### src/rtl/cci_mpf_vtp_pt_fim_reader.sv
// PT walker read port to CCI c0: tags reads by ROB slot in mdata, returns lines in request order.
// Define CCI_MPF_VTP_PT_FIM_READER_STATS_EN to build the completed-read counter on statNumReads.
module cci_mpf_vtp_pt_fim_reader #(
    parameter int         ADDR_WIDTH = 42,
    parameter int         DATA_WIDTH = 512,
    parameter int         MAX_READS  = 4,
    parameter logic [7:0] MDATA_MARK = 8'hA5
) (
    input  logic                  clk,
    input  logic                  reset_n,
    input  logic                  readEn,
    input  logic [ADDR_WIDTH-1:0] readAddr,
    output logic                  readRdy,
    output logic                  readDataEn,
    output logic [DATA_WIDTH-1:0] readData,
    output logic                  c0TxValid,
    output logic [ADDR_WIDTH-1:0] c0TxAddr,
    output logic [15:0]           c0TxMdata,
    input  logic                  c0TxAlmFull,
    input  logic                  c0RxValid,
    input  logic [15:0]           c0RxMdata,
    input  logic [DATA_WIDTH-1:0] c0RxData,
    output logic                  errUnexpectedRsp,
    output logic [15:0]           statNumReads
);
    localparam int SLOT_W = $clog2(MAX_READS);
    localparam int CNT_W  = SLOT_W + 1;
    typedef logic [SLOT_W-1:0] slot_t;

    logic [MAX_READS-1:0]  busy_q, busy_d, filled_q, filled_d;
    logic [DATA_WIDTH-1:0] rob_data_q [MAX_READS];
    slot_t                 alloc_q, alloc_d, head_q, head_d;
    logic [CNT_W-1:0]      cnt_q, cnt_d;
    logic                  tx_valid_q, tx_valid_d;
    logic [ADDR_WIDTH-1:0] tx_addr_q, tx_addr_d;
    logic [15:0]           tx_mdata_q, tx_mdata_d;
    logic                  rd_en_q, rd_en_d;
    logic [DATA_WIDTH-1:0] rd_data_q, rd_data_d;
    logic                  err_q, err_d;

    logic  accept, release_head, rsp_hit, rsp_ok;
    slot_t rsp_slot;
    logic  unused_mdata;

    assign readRdy      = !c0TxAlmFull && (cnt_q < CNT_W'(MAX_READS));
    assign accept       = readEn && readRdy;
    assign rsp_hit      = c0RxValid && (c0RxMdata[15:8] == MDATA_MARK);
    assign rsp_slot     = c0RxMdata[SLOT_W-1:0];
    assign rsp_ok       = rsp_hit && busy_q[rsp_slot] && !filled_q[rsp_slot];
    assign release_head = filled_q[head_q];
    assign unused_mdata = ^c0RxMdata[7:SLOT_W];

    // Release clears the head before accept marks the alloc slot; the two can only
    // coincide when the ROB is full, and then accept is blocked by readRdy.
    always_comb begin
        busy_d     = busy_q;
        filled_d   = filled_q;
        alloc_d    = alloc_q;
        head_d     = head_q;
        cnt_d      = cnt_q + CNT_W'(accept) - CNT_W'(release_head);
        tx_valid_d = accept;
        tx_addr_d  = tx_addr_q;
        tx_mdata_d = tx_mdata_q;
        rd_en_d    = release_head;
        rd_data_d  = rd_data_q;
        err_d      = err_q | (rsp_hit && !rsp_ok);
        if (release_head) begin
            busy_d[head_q]   = 1'b0;
            filled_d[head_q] = 1'b0;
            head_d           = head_q + slot_t'(1);
            rd_data_d        = rob_data_q[head_q];
        end
        if (accept) begin
            busy_d[alloc_q] = 1'b1;
            alloc_d         = alloc_q + slot_t'(1);
            tx_addr_d       = readAddr;
            tx_mdata_d      = {MDATA_MARK, 8'(alloc_q)};
        end
        if (rsp_ok) filled_d[rsp_slot] = 1'b1;
    end

    always_ff @(posedge clk or negedge reset_n) begin
        if (!reset_n) begin
            busy_q     <= '0;
            filled_q   <= '0;
            alloc_q    <= '0;
            head_q     <= '0;
            cnt_q      <= '0;
            tx_valid_q <= 1'b0;
            tx_addr_q  <= '0;
            tx_mdata_q <= '0;
            rd_en_q    <= 1'b0;
            rd_data_q  <= '0;
            err_q      <= 1'b0;
        end else begin
            busy_q     <= busy_d;
            filled_q   <= filled_d;
            alloc_q    <= alloc_d;
            head_q     <= head_d;
            cnt_q      <= cnt_d;
            tx_valid_q <= tx_valid_d;
            tx_addr_q  <= tx_addr_d;
            tx_mdata_q <= tx_mdata_d;
            rd_en_q    <= rd_en_d;
            rd_data_q  <= rd_data_d;
            err_q      <= err_d;
        end
    end

    // Line storage needs no reset: a slot is only read once its filled bit is set.
    always_ff @(posedge clk) begin
        if (rsp_ok) rob_data_q[rsp_slot] <= c0RxData;
    end

    assign c0TxValid        = tx_valid_q;
    assign c0TxAddr         = tx_addr_q;
    assign c0TxMdata        = tx_mdata_q;
    assign readDataEn       = rd_en_q;
    assign readData         = rd_data_q;
    assign errUnexpectedRsp = err_q;

`ifdef CCI_MPF_VTP_PT_FIM_READER_STATS_EN
    logic [15:0] stat_q, stat_d;

    always_comb begin
        stat_d = stat_q;
        if (release_head && (stat_q != 16'hFFFF)) stat_d = stat_q + 16'd1;
    end

    always_ff @(posedge clk or negedge reset_n) begin
        if (!reset_n) stat_q <= '0;
        else          stat_q <= stat_d;
    end

    assign statNumReads = stat_q;
`else
    assign statNumReads = '0;
`endif

endmodule

### config.mk
export PLATFORM = sky130hd
export DESIGN_NAME = cci_mpf_vtp_pt_fim_reader
export DESIGN_NICKNAME = d
export VERILOG_FILES = /design/src/rtl/cci_mpf_vtp_pt_fim_reader.sv
export SDC_FILE = /design/constraint.sdc
export NUM_CORES = 2
export LEC_CHECK = 0
export ABC_CLOCK_PERIOD_IN_PS = 41300
export CAP_MARGIN = 20
export CORE_MARGIN = 4
export CORE_UTILIZATION = 39
export CTS_CLUSTER_DIAMETER = 100
export DETAILED_ROUTE_END_ITERATION = 16
export SYNTH_ARGS = -nofsm -noshare
export SYNTH_HDL_FRONTEND = slang
export SYNTH_SLANG_ARGS = --single-unit
### constraint.sdc
create_clock -name clk -period 41.3 [get_ports clk]
set_clock_uncertainty 0.1 [all_clocks]
set_input_delay 8.26 -clock clk [delete_from_list [all_inputs] [get_ports clk]]
set_output_delay 8.26 -clock clk [all_outputs]
set_load 0.1 [all_outputs]
==> results_dict.tcl <==
set metrics [dict create \
    status "finished, final reports clean" \
    slew_headroom_pct 4.67 \
    cts_setup_buffers 0 \
    final_nets 5878 \
    wl_per_cell_um 27.0 \
    postRouteWirelength_um 240000 \
    synth-seq-area-share_pct 77.9 \
    htree_levels 5 \
    synthesis.instances 3972 \
    layout-drive-gt1-share_pct 28.6 \
    final_common_cell "edfxtp_1" \
    finalSetupTns_ps 0 \
    area_growth_pct 25.1 \
    pwr-share-seq_pct 36.3 \
    end_kind "output pin" \
    clk_latency_ps 900 \
    die_x_um 508 \
    mappedNetlistArea_um2 97400 \
    syn_area_per_cell_um2 24.5 \
    critPathArrivalTime_ps 10650 \
    clock_path_buffers 4 \
    switchingPower_uw 3230 \
    fin_crit_sh_pct 46.0 \
    num_rows 183 \
    grt_usage_pct 18.2 \
    post_cts_resize_count 0 \
    leakagePower_uw 0.0419 \
    hold_path.class "flop to flop" \
    via_count 44807 \
    path_clk_slew_ps 50 \
    place_hpwl_um 147000 \
    clkPwrFrac_pct 28.6 \
    p_int_uw 5590 \
    holdWs_ps 375 \
    worst_pin_slew_ps 1430 \
    start_kind "input port" \
    fmax_ghz 0.0526 \
    irDropWorstVdd_mv 0.0540 \
    start_util_pct 39.2 \
    rsz0062_at_grt "no" \
    dr.pass1.iters 5 \
    antenna_found_initial 108 \
    synth.yosys.warnings 0 \
    die_h_um 508 \
    grt_max_degree 146 \
    maxCapViolations 0 \
    critPathKind "input port to output pin" \
    viasPerCell 5.05 \
    grt_first_pass_wirelength_um 342000 \
    drc_errors 0 \
    cts_tree "built" \
    cts_inserted_buffers 295 \
    antenna_left 0 \
    grt_overflow_total 0 \
    final_util_pct 49.0 \
    finalSetupViolCount 0 \
    switching_share_pct 36.7 \
    cts_root_buf "clkbuf_16" \
    gp_congestion 0.773 \
    combPwrFrac_pct 35.2 \
    slew_viol_final 0 \
    powerDensity_nw_per_um2 72.4 \
    die_area_um2 258000 \
    fin_crit_ps 19010 \
    hold_viol 0 \
    hold_buffers 0 \
    required_ps 32940 \
    r2r_setup_slack_ps 35890 \
    first_iter_violations 2796 \
    final_cell_mix "edfxtp_1, clkdlybuf4s50_1, dfrtp_1" \
    cts_sinks 2623 \
    coreArea_um2 248000 \
    ys_ff_latch 2623 \
    grt_pass1_vias 47056 \
    port_buffers 1132 \
    synth_cell_types 37 \
    cp_max_fo 2 \
    nFillCells 20082 \
    num_io_pins 1165 \
]
registers in the layout (all words and copies together), names as in the netlist:
| name | flops |
|---|---|
| c0TxAddr | 42 |
| filled_q | 4 |
| busy_q | 4 |
| c0TxValid | 1 |
| errUnexpectedRsp | 1 |
| c0TxMdata | 3 |
| rob_data_q | 2048 |
| readDataEn | 1 |
| readData | 512 |
| head_q | 2 |
| cnt_q | 3 |
| alloc_q | 2 |
cell families (layout without fill, tap and decap cells):
| family | Yosys count | in the layout | synth area share [%] |
|---|---|---|---|
| flops | 2623 | 2623 | 77.9 |
| buf+inv | 218 | 1732 | 1.46 |
| simple gates | 27 | 27 | 0.179 |
| mux | 1073 | 1073 | 20.1 |
| compound gates | 16 | 16 | 0.134 |
| fa+ha+maj | 10 | 10 | 0.136 |
| other cells | 1 | 55 | 0.00385 |
| xor+xnor | 4 | 4 | 0.0360 |
per-layer routing:
layer	vias up	wire length, um	GRT usage (%)
met3	507	21900	7.23
met5	-	663	0
met4	106	7730	6.16
met2	1432	120000	30.2
li1	19010	-	-
met1	23752	89900	21.5
power groups by stage:
stage / sequential (uW) / combinational [uW] / clock (uW)
after global routing: 3230 / 3210 / 2700
after global placement: 3250 / 3110 / 0
after detailed placement: 3250 / 3140 / 0
after CTS: 3210 / 3150 / 2590
after floorplan: 4600 / 950 / 0
final: 3200 / 3100 / 2520
cells in the mapped netlist, drive strengths merged:
cell type     n  area share (%)
nand4         1          0.0064
fa            1           0.021
edfxtp     2048              63
nand2         4           0.015
mux2        559             8.2
ha            9            0.12
o22a          1          0.0090
o2bb2ai       1          0.0090
and3          5           0.032
dfrtp       575              15
a21boi        2           0.015
nand3b        2           0.015
or2           1          0.0064
xnor2         4           0.036
a22o          4           0.036
and2          2           0.013
nor2          3           0.012
inv          10           0.039
mux2i         2           0.033
a21oi         2           0.010
nor3b         5           0.039
a31o          4           0.036
nor4bb        1           0.010
and4b         2           0.021
conb          1          0.0039
a311oi        1          0.0090
a2bb2oi       1          0.0090
clkbuf       57            0.22
mux4        512              12
buf         151             1.2
or3b          1          0.0090
stage by stage:
| step | area (um^2) | cells | worst slack [ps] | power, uW |
|---|---|---|---|---|
| detailed placement | 112000 | 8326 | 22150 | 6390 |
| floorplan | 97500 | 3997 | 11860 | 5550 |
| global placement | 112000 | 8316 | 22080 | 6360 |
| finish | 122000 | 8870 | 22290 | 8820 |
| global route | 122000 | 8857 | 22230 | 9130 |
| CTS | 122000 | 8841 | 22140 | 8940 |
critical path: stages:
cell and delay [ps]:
clkdlybuf4s50_1 410, nor2_1 700, clkdlybuf4s50_1 1280
cell type report:
| cell class | count | area (um^2) | area share [%] |
|---|---|---|---|
| clock inverters | 105 | 1150 | 0.944 |
| inverters | 10 | 45.0 | 0.0370 |
| repair buffers | 1207 | 12200 | 9.97 |
| well taps | 3330 | 4170 | 3.42 |
| flip-flops and latches | 2623 | 75900 | 62.3 |
| multi-input cells | 1156 | 20200 | 16.6 |
| diodes | 29 | 72.6 | 0.0596 |
| clock buffers | 410 | 8180 | 6.71 |
final timing paths:
kind,startpoint,endpoint,depth (start not counted)
max,c0TxAlmFull,readRdy,3
min,cnt_q[2],cnt_q[2],1
max reg2reg,head_q[1],readData[187],7
min reg2reg,cnt_q[2],cnt_q[2],1
max in group asynchronous,reset_n,readData[385],4
min in group asynchronous,reset_n,readData[223],1
(Power assumes the default switching activity.)
